$ cat config.mk
export PLATFORM = sky130hd
export DESIGN_NAME = serial_adder_flat
export DESIGN_NICKNAME = d
export VERILOG_FILES = /design/src/rtl/serial_adder_if.sv /design/src/rtl/serial_adder.sv /design/src/flat_wrapper.sv
export SDC_FILE = /design/constraint.sdc
export NUM_CORES = 1
export LEC_CHECK = 0
export BUFFER_PORTS_ARGS = -buffer_cell sky130_fd_sc_hd__buf_2
export CAP_MARGIN = 20
export CORE_UTILIZATION = 44
export DETAILED_ROUTE_END_ITERATION = 10
export HOLD_SLACK_MARGIN = 0.05
export MAX_ROUTING_LAYER = met4
export PLACE_DENSITY_LB_ADDON = 0.3
export SLEW_MARGIN = 10
export SYNTH_ARGS = -nofsm -noshare
export SYNTH_HDL_FRONTEND = slang
export SYNTH_SLANG_ARGS = --single-unit
export TNS_END_PERCENT = 5
$ cat constraint.sdc
create_clock -name clk_in -period 1.5 [get_ports clk_in]
set_input_delay 0.3 -clock clk_in [delete_from_list [all_inputs] [get_ports clk_in]]
set_output_delay 0.3 -clock clk_in [all_outputs]
set_load 0.02 [all_outputs]
$ cat src/rtl/serial_adder_if.sv
// serial_adder_if
//  Groups the start/busy/done handshake, operand bus and result bus of the
//  serial adder into one bundle.
//  Signals:
//    start_in            request, seen by the adder only while busy_out==0
//    a_in, b_in, c_in    operands and carry-in, captured on an accepted start
//    sum_out, carry_out  registered result, updated only at completion
//    busy_out            high while an operation is in progress
//    done_out            one-cycle pulse when sum_out/carry_out just updated
//    ovf_out             signed overflow, present only with SERIAL_ADDER_OVF_EN
//  Modports: master (requester side), slave (adder side).
//  Optional feature macro: SERIAL_ADDER_OVF_EN
interface serial_adder_if #(
    parameter int WIDTH = 8
);
    logic             start_in;
    logic [WIDTH-1:0] a_in;
    logic [WIDTH-1:0] b_in;
    logic             c_in;
    logic [WIDTH-1:0] sum_out;
    logic             carry_out;
    logic             busy_out;
    logic             done_out;
`ifdef SERIAL_ADDER_OVF_EN
    logic             ovf_out;
`endif

    modport master (
        output start_in,
        output a_in,
        output b_in,
        output c_in,
        input  sum_out,
        input  carry_out,
        input  busy_out,
        input  done_out
`ifdef SERIAL_ADDER_OVF_EN
        ,
        input  ovf_out
`endif
    );

    modport slave (
        input  start_in,
        input  a_in,
        input  b_in,
        input  c_in,
        output sum_out,
        output carry_out,
        output busy_out,
        output done_out
`ifdef SERIAL_ADDER_OVF_EN
        ,
        output ovf_out
`endif
    );
endinterface

$ cat src/rtl/serial_adder.sv
// serial_adder
//  Multi-cycle ripple adder: a_in + b_in + c_in computed DIGIT bits per clock
//  over N = WIDTH/DIGIT clocks with one DIGIT-wide adder slice and a carry flop.
//  Ports:
//    clk_in   clock, all state on the rising edge
//    rst_in   synchronous reset, active-high, wins over everything
//    bus      serial_adder_if.slave (start/operands in, sum/carry/busy/done out)
//  Parameters: WIDTH (>=1), DIGIT (WIDTH % DIGIT must be 0).
//  Optional feature macro: SERIAL_ADDER_OVF_EN adds the signed-overflow output.
module serial_adder #(
    parameter int WIDTH = 8,
    parameter int DIGIT = 1
) (
    input  logic          clk_in,
    input  logic          rst_in,
    serial_adder_if.slave bus
);
    localparam int N     = WIDTH / DIGIT;
    localparam int CNT_W = (N > 1) ? $clog2(N) : 1;
    localparam logic [CNT_W-1:0] LAST = CNT_W'(N - 1);

    generate
        if ((WIDTH < 1) || (DIGIT < 1) || ((WIDTH % DIGIT) != 0)) begin : g_bad_cfg
            $error("serial_adder: WIDTH must be >= 1 and a multiple of DIGIT");
        end
    endgenerate

    typedef enum logic [0:0] {
        IDLE = 1'b0,
        RUN  = 1'b1
    } state_t;

    // One DIGIT-wide full-adder slice; bit DIGIT of the result is the carry.
    function automatic logic [DIGIT:0] digit_add(
        input logic [DIGIT-1:0] x,
        input logic [DIGIT-1:0] y,
        input logic             ci
    );
        digit_add = {1'b0, x} + {1'b0, y} + {{DIGIT{1'b0}}, ci};
    endfunction

    state_t           state_r;
    logic [CNT_W-1:0] cnt_r;
    logic [WIDTH-1:0] a_r;
    logic [WIDTH-1:0] b_r;
    logic [WIDTH-1:0] psum_r;
    logic             carry_r;
    logic [WIDTH-1:0] sum_r;
    logic             cout_r;
    logic             busy_r;
    logic             done_r;
`ifdef SERIAL_ADDER_OVF_EN
    logic             a_msb_r;
    logic             b_msb_r;
    logic             ovf_r;
`endif

    logic [DIGIT:0]         digit_s;
    logic [WIDTH+DIGIT-1:0] psum_wide_s;
    logic [WIDTH-1:0]       psum_next_s;
    logic [WIDTH-1:0]       a_next_s;
    logic [WIDTH-1:0]       b_next_s;

    // Slice result for the current digit and the shifted operand/partial-sum values.
    // The new digit enters the partial sum from the MSB end; after N digits the
    // first digit has reached bit 0. The wide concat avoids an empty slice when N==1.
    always_comb begin
        digit_s     = digit_add(a_r[DIGIT-1:0], b_r[DIGIT-1:0], carry_r);
        psum_wide_s = {digit_s[DIGIT-1:0], psum_r};
        psum_next_s = psum_wide_s[WIDTH+DIGIT-1:DIGIT];
        a_next_s    = a_r >> DIGIT;
        b_next_s    = b_r >> DIGIT;
    end

    // Control FSM, datapath registers and registered outputs.
    always_ff @(posedge clk_in) begin
        if (rst_in) begin
            state_r <= IDLE;
            cnt_r   <= {CNT_W{1'b0}};
            a_r     <= {WIDTH{1'b0}};
            b_r     <= {WIDTH{1'b0}};
            psum_r  <= {WIDTH{1'b0}};
            carry_r <= 1'b0;
            sum_r   <= {WIDTH{1'b0}};
            cout_r  <= 1'b0;
            busy_r  <= 1'b0;
            done_r  <= 1'b0;
`ifdef SERIAL_ADDER_OVF_EN
            a_msb_r <= 1'b0;
            b_msb_r <= 1'b0;
            ovf_r   <= 1'b0;
`endif
        end else begin
            case (state_r)
                IDLE: begin
                    done_r <= 1'b0;
                    if (bus.start_in) begin
                        a_r     <= bus.a_in;
                        b_r     <= bus.b_in;
                        carry_r <= bus.c_in;
                        psum_r  <= {WIDTH{1'b0}};
                        cnt_r   <= {CNT_W{1'b0}};
                        busy_r  <= 1'b1;
                        state_r <= RUN;
`ifdef SERIAL_ADDER_OVF_EN
                        a_msb_r <= bus.a_in[WIDTH-1];
                        b_msb_r <= bus.b_in[WIDTH-1];
`endif
                    end else begin
                        state_r <= IDLE;
                    end
                end
                RUN: begin
                    a_r     <= a_next_s;
                    b_r     <= b_next_s;
                    psum_r  <= psum_next_s;
                    carry_r <= digit_s[DIGIT];
                    if (cnt_r == LAST) begin
                        sum_r   <= psum_next_s;
                        cout_r  <= digit_s[DIGIT];
                        done_r  <= 1'b1;
                        busy_r  <= 1'b0;
                        cnt_r   <= {CNT_W{1'b0}};
                        state_r <= IDLE;
`ifdef SERIAL_ADDER_OVF_EN
                        ovf_r   <= (a_msb_r == b_msb_r) && (psum_next_s[WIDTH-1] != a_msb_r);
`endif
                    end else begin
                        cnt_r  <= cnt_r + {{(CNT_W-1){1'b0}}, 1'b1};
                        done_r <= 1'b0;
                    end
                end
                default: begin
                    state_r <= IDLE;
                    busy_r  <= 1'b0;
                    done_r  <= 1'b0;
                    cnt_r   <= {CNT_W{1'b0}};
                end
            endcase
        end
    end

    assign bus.sum_out   = sum_r;
    assign bus.carry_out = cout_r;
    assign bus.busy_out  = busy_r;
    assign bus.done_out  = done_r;
`ifdef SERIAL_ADDER_OVF_EN
    assign bus.ovf_out   = ovf_r;
`endif
endmodule

$ cat src/flat_wrapper.sv
// flat-port wrapper written by rule: the top's interface ports become plain ports
module serial_adder_flat 
#(
    parameter int WIDTH = 8,
    parameter int DIGIT = 1
)
  (clk_in, rst_in, bus_start_in, bus_a_in, bus_b_in, bus_c_in, bus_sum_out, bus_carry_out, bus_busy_out, bus_done_out);
  serial_adder_if #(.WIDTH(WIDTH)) bus_i ();
  input  logic clk_in;
  input  logic rst_in;
  input wire logic [$bits(bus_i.start_in)-1:0] bus_start_in;
  input wire logic [$bits(bus_i.a_in)-1:0] bus_a_in;
  input wire logic [$bits(bus_i.b_in)-1:0] bus_b_in;
  input wire logic [$bits(bus_i.c_in)-1:0] bus_c_in;
  output wire logic [$bits(bus_i.sum_out)-1:0] bus_sum_out;
  output wire logic [$bits(bus_i.carry_out)-1:0] bus_carry_out;
  output wire logic [$bits(bus_i.busy_out)-1:0] bus_busy_out;
  output wire logic [$bits(bus_i.done_out)-1:0] bus_done_out;
  assign bus_i.start_in = bus_start_in;
  assign bus_i.a_in = bus_a_in;
  assign bus_i.b_in = bus_b_in;
  assign bus_i.c_in = bus_c_in;
  assign bus_sum_out = bus_i.sum_out;
  assign bus_carry_out = bus_i.carry_out;
  assign bus_busy_out = bus_i.busy_out;
  assign bus_done_out = bus_i.done_out;
  serial_adder #(.WIDTH(WIDTH), .DIGIT(DIGIT)) u_core (.clk_in(clk_in), .rst_in(rst_in), .bus(bus_i));
endmodule
==> results of run 1 <==
-- worst reg2reg max path, stage by stage, from the launching register on --
cell     delay, ns
dfxtp_1       0.33
ha_1          0.23
ha_1          0.20
or3b_2        0.44
a21oi_1       0.13
-- cell type report --
type / instances / share of cell area [%]
Clock buffer: 8 / 5.04
Inverter: 1 / 0.189
Multi-Input combinational cell: 117 / 42.7
Sequential cell: 39 / 39.4
Tap cell: 48 / 3.02
Timing Repair Buffer: 34 / 9.70
-- per-stage QoR --
stage                     TNS (ns)  hold slack (ns)  worst slack, ns  utilization [%]
after floorplan                  0            0.438            0.216                -
after detailed placement    -0.194            0.457          -0.0389             50.6
after CTS                        0            0.319           0.0610             53.4
final                            0            0.325            0.115             53.4
after global placement           0            0.452           0.0340             50.6
after global routing             0            0.343           0.0406             53.4
-- worst max-delay path by stage --
stage	start	endpoint	slack, ns	cells past startpoint
floorplan	u_core.cnt_r[0]	u_core.cnt_r[0]	0.22	4
global placement	u_core.cnt_r[0]	u_core.bus.carry_out	0.03	4
detailed placement	u_core.cnt_r[0]	u_core.bus.carry_out	-0.04	4
CTS	u_core.state_r	u_core.b_r[6]	0.06	3
global route	u_core.state_r	u_core.a_r[6]	0.04	3
finish	u_core.cnt_r[0]	u_core.cnt_r[0]	0.12	4
-- registers in the layout (all words and copies together) (netlist names), 3 cells and up --
name and count:
u_core.a_r 8, u_core.b_r 8, u_core.bus.sum_out 8, u_core.cnt_r 3
u_core.psum_r 7
-- layout by cell type (no fill, tap or decap), types with 2 or more instances in the layout --
master    count
nand2b_1      2
nor3_1        2
clkbuf_8      7
a211oi_1     15
mux2i_1      17
nand3_1       9
buf_4         3
nor2b_1      15
dfxtp_1      38
a21bo_2      10
or3b_1       10
ha_1          2
buf_2        30
a21oi_1      21
nand2_1      10
-- where the power goes --
part	total (mW)	leakage, nW	internal [mW]	switching [mW]
logic	0.232	0.458	0.110	0.122
clock network	0.739	0.0515	0.419	0.320
registers	1.12	0.319	1.09	0.0357
-- timing repair --
action	4_1_cts	5_1_grt
resized for setup	1	1
hold buffers	0	0
buffers inserted	0	0
endpoints found under the setup margin	9	15
-- per-layer routing --
layer | global-route usage (%) | up-vias | wire (µm)
li1 | - | 660 | -
met1 | 21.8 | 624 | 1470
met2 | 28.0 | 25 | 1480
met3 | 4.58 | 5 | 135
met4 | 5.83 | 0 | 22
met5 | - | - | 0
-- cell families (layout without fill, tap and decap cells) --
family,count (synthesis),count (layout),share of synthesized area (%)
multiplexers,17,17,9.89
AND/OR/NAND/NOR,50,50,17.4
AO/OA/AOI/OAI,46,46,18.5
buffers and inverters,17,43,5.53
adder cells (fa/ha/maj),4,4,3.35
flip-flops,39,39,45.4
==> results.py, run 1 <==
metrics = {
    "run_status": {
        "outcome": "completed",
    },
    "worst_setup_path": {
        "critPathBufInv": 0,
        "path_cells": "ha_1 > ha_1 > or3b_2 > a21oi_1",
        "cp-start-kind": "register",
        "worst_path_max_delay_cell": "or3b_2",
        "crit_path_frequent_cell": "ha_1",
        "crit_family": "simple AND/OR/NAND/NOR gates",
        "reg2reg_slack_ns": 0.12,
        "critPathMaxStageDelay_ns": 0.44,
        "cp.required_ns": 1.71,
        "worst_ep_arrival_time_ns": 1.59,
        "crit_type": "register to register",
        "r2r_end": "u_core.cnt_r[0]",
        "crit_path_max_fanout": 3,
        "critPathCaptureType": "register",
        "reg2reg_depth": 4,
        "r2r_start": "u_core.cnt_r[0]",
    },
    "synthesis": {
        "ys_ff_latch": 39,
        "synth_top_area_cell": "dfxtp_1",
        "synth.area.top_cells": "dfxtp_1 (45%), mux2i_1 (9.9%), a211oi_1 (6.5%), a21oi_1 (6.1%), a21bo_2 (5.8%)",
        "syn-cell-area_um2": 1720,
        "synth_common_cells": "dfxtp_1 (39), a21oi_1 (21), mux2i_1 (17), a211oi_1 (15), nor2b_1 (15)",
        "ys_seq_area_share_pct": 45.4,
        "yosys_warnings": 0,
        "synth_flop_cell": "dfxtp_1",
        "synthDistinctLibCells": 21,
        "yosysMostFrequentCell": "dfxtp_1",
        "avgSynthCellArea_um2": 9.94,
        "syn_nets": 197,
        "synthArstFlopShare_pct": 0,
        "synth_top_area_share_pct": 45.4,
        "syn_inst": 173,
        "synth_edf_count": 0,
    },
    "global_routing": {
        "overflow": 0,
        "track_usage_pct": 17.7,
        "antenna_found_initial": 0,
        "grt_pass1_wl_um": 5550,
        "grt_pass1_vias": 1247,
        "grt_max_degree": 34,
    },
    "hold_path": {
        "hold_path.class": "input port to register",
        "worstHoldStart": "bus_a_in[7]",
        "min_to": "u_core.a_r[7]",
        "hold_depth": 3,
    },
    "sta": {
        "fin_crit_ns": 1.38,
        "fin_crit_sh_pct": 92.3,
        "rsz0062_at_grt": "no",
        "fmax_mhz": 722,
        "maxSlewHeadroom_pct": 56.0,
        "finalClockSkew_ns": 0.00538,
        "worst_pin_slew_ns": 0.660,
        "hold_viol": 0,
        "finalMaxSlewViolations": 0,
        "setup_violations": 0,
    },
    "detailed_routing": {
        "vias": 1314,
        "drtIter0Drc": 82,
        "ant_nets": 0,
        "routed_via_density": 5.32,
        "drcViolationCount": 0,
        "first_pass_iters": 4,
        "routed_wl_um": 3120,
        "wl_per_cell_um": 12.6,
    },
    "clocking": {
        "numClockSinks": 39,
        "numCtsBuffers": 5,
        "cts-root-buf": "clkbuf_8",
        "clock_path_buffers": 2,
        "clock_latency_ns": 0.28,
        "htreeDepth": 2,
        "path_clk_slew_ns": 0.07,
        "cts_tree": "done",
    },
    "placed_design": {
        "io_buffers": 30,
        "dp.cells": 239,
        "placed_area_um2": 1880,
        "place_hpwl_um": 2140,
        "place.gp.congestion": 0.713,
    },
    "floorplan": {
        "fp.dieH_um": 64.5,
        "initial_utilization_pct": 46.3,
        "core_um2": 3720,
        "pin_count": 31,
        "die_w_um": 64.5,
        "die_area_um2": 4160,
        "placementRows": 22,
    },
    "finish": {
        "seq_area_um2": 782,
        "area_growth_pct": 15.4,
        "nets": 222,
        "finalInstanceArea_um2": 1990,
        "multi_input_area_um2": 847,
        "fillers": 352,
        "antenna_cells": 0,
        "drive_gt1_share_pct": 27.1,
        "fin_cells": 247,
    },
    "power_and_ir_drop": {
        "p_per_area_nw_per_um2": 1060,
        "p_leak_nw": 0.829,
        "peakVddDrop_v": 0.000782,
        "power_mw": 2.10,
    },
    "run": {
        "drv_cap": 0,
    },
}
Power figures use the tool's default switching activity.
==> run 2, diff against run 1 <==
--- a/config.mk
+++ b/config.mk
@@ -10,7 +10,6 @@
 export CORE_UTILIZATION = 44
 export DETAILED_ROUTE_END_ITERATION = 10
 export HOLD_SLACK_MARGIN = 0.05
-export MAX_ROUTING_LAYER = met4
 export PLACE_DENSITY_LB_ADDON = 0.3
 export SLEW_MARGIN = 10
 export SYNTH_ARGS = -nofsm -noshare
==> run 2 against run 1 <==
  * Hold slack got worse by 0.0012 ns
  * Power is essentially flat
  * Die area unchanged
  * Design area stayed put
  * Flip-flop and latch count unchanged
  * Cell count unchanged
  * Combinational power about the same
  * Critical path depth is the same
==> results.py, run 2 (synthesized netlist as in run 1, its figures left out) <==
metrics = {
    "run_status": {
        "outcome": "completed",
    },
    "clocking": {
        "numCtsBuffers": 5,
        "postCtsHoldBufs": 0,
        "cts_setup_buffers": 0,
        "cts_tree": "done",
        "clock_latency_ns": 0.28,
        "htreeDepth": 2,
        "clock_path_buffers": 2,
        "cts-root-buf": "clkbuf_8",
        "numClockSinks": 39,
        "path_clk_slew_ns": 0.07,
    },
    "worst_setup_path": {
        "reg2reg_depth": 4,
        "worst_ep_arrival_time_ns": 1.60,
        "critPathCaptureType": "register",
        "critPathBufInv": 0,
        "cp.required_ns": 1.71,
        "crit_path_max_fanout": 3,
        "reg2reg_slack_ns": 0.12,
        "critPathMaxStageDelay_ns": 0.44,
        "crit_path_frequent_cell": "ha_1",
        "r2r_end": "u_core.cnt_r[0]",
        "crit_type": "register to register",
        "crit_family": "simple AND/OR/NAND/NOR gates",
        "r2r_start": "u_core.cnt_r[0]",
        "cp-start-kind": "register",
        "path_cells": "ha_1 > ha_1 > or3b_2 > a21oi_1",
        "worst_path_max_delay_cell": "or3b_2",
    },
    "finish": {
        "fillers": 352,
        "multi_input_area_um2": 847,
        "seq_area_um2": 782,
        "nets": 222,
        "antenna_cells": 0,
        "area_growth_pct": 15.4,
        "mostFrequentLayoutCell": "dfxtp_1",
        "mostFrequentLayoutCells": "dfxtp_1 (38), buf_2 (30), a21oi_1 (21), mux2i_1 (17)",
        "drive_gt1_share_pct": 27.1,
    },
    "sta": {
        "fin_ws_ns": 0.115,
        "fmax_mhz": 722,
        "tns_ns": 0,
        "fin_crit_ns": 1.38,
        "finalClockSkew_ns": 0.00422,
        "rsz0062_at_grt": "no",
        "hold_viol": 0,
        "maxSlewHeadroom_pct": 56.7,
        "fin_crit_sh_pct": 92.3,
        "finalMaxSlewViolations": 0,
        "setup_violations": 0,
        "worst_pin_slew_ns": 0.649,
        "hold_ws_ns": 0.324,
    },
    "power_and_ir_drop": {
        "peakVddDrop_v": 0.000781,
        "pwr-share-seq_pct": 53.7,
        "p_sw_share_pct": 22.8,
        "p_sw_mw": 0.477,
        "internal_power_mw": 1.62,
        "p_leak_nw": 0.829,
        "power_frac_comb_pct": 11.1,
        "pwr-share-clk_pct": 35.3,
        "p_per_area_nw_per_um2": 1060,
    },
    "detailed_routing": {
        "drcViolationCount": 0,
        "drtIter0Drc": 68,
        "routed_wl_um": 3100,
        "first_pass_iters": 4,
        "routed_via_density": 5.28,
        "vias": 1303,
        "wl_per_cell_um": 12.6,
        "ant_nets": 0,
    },
    "placed_design": {
        "dpl_worst_slack_ns": -0.0389,
        "io_buffers": 30,
        "place.gp.congestion": 0.705,
        "place_hpwl_um": 2140,
    },
    "floorplan": {
        "placementRows": 22,
        "core_um2": 3720,
        "die_w_um": 64.5,
        "fp.dieH_um": 64.5,
        "pin_count": 31,
        "initial_utilization_pct": 46.3,
        "die_area_um2": 4160,
    },
    "global_routing": {
        "grt_max_degree": 34,
        "antenna_found_initial": 0,
        "grt_pass1_wl_um": 5560,
        "grt_pass1_vias": 1246,
        "track_usage_pct": 17.2,
        "overflow": 0,
    },
    "hold_path": {
        "min_to": "u_core.a_r[7]",
        "worstHoldStart": "bus_a_in[7]",
        "hold_depth": 3,
        "hold_path.class": "input port to register",
    },
    "run": {
        "drv_cap": 0,
    },
}
[run 2: worst max-delay path by stage]
stage / from / cells past startpoint / to / slack [ns]
global route: u_core.state_r / 3 / u_core.a_r[6] / 0.04
floorplan: u_core.cnt_r[0] / 4 / u_core.cnt_r[0] / 0.22
detailed placement: u_core.cnt_r[0] / 4 / u_core.bus.carry_out / -0.04
CTS: u_core.state_r / 3 / u_core.b_r[6] / 0.06
global placement: u_core.cnt_r[0] / 4 / u_core.bus.carry_out / 0.03
finish: u_core.cnt_r[0] / 4 / u_core.cnt_r[0] / 0.12
[run 2: timing repair]
action / in CTS / in global routing
pin swaps: 0 / 0
setup endpoints to repair: 9 / 15
hold endpoints to repair: 0 / 0
resized for setup: 1 / 1
[run 2: stage by stage]
step / instance area (µm²) / cells / power, mW / util (%)
2_1_floorplan: 1720 / 173 / 1.31 / -
3_3_place_gp: 1880 / 239 / 1.36 / 50.6
3_5_place_dp: 1880 / 239 / 1.38 / 50.6
4_1_cts: 1980 / 247 / 2.12 / 53.4
5_1_grt: 1990 / 247 / 2.20 / 53.4
6_report: 1990 / 247 / 2.10 / 53.4
[run 2: power groups by stage]
stage	combinational (mW)	clock (mW)	sequential (mW)
after floorplan	0.175	0	1.14
after detailed placement	0.232	0	1.15
after global routing	0.262	0.812	1.13
final	0.232	0.739	1.12
after global placement	0.220	0	1.14
after CTS	0.233	0.759	1.12
[run 2: tightest hold or removal path: cells and delay by family]
kind | cells | cell delay (ns)
buffers and inverters | 1 | 0.08
muxes | 1 | 0.06
and+or+nand+nor | 1 | 0.12
[run 2: area by class of cell]
class / instances / area share [%]
multi-input combinational: 117 / 42.7
sequential: 39 / 39.4
timing repair buffer: 34 / 9.70
clock buffer: 8 / 5.04
tap: 48 / 3.02
inverter: 1 / 0.189
[run 2: layer usage]
layer	routed length, µm	track usage (%)
met1	1470	21.8
met2	1490	28.0
met3	129	4.58
met4	18	5.83
met5	0	0
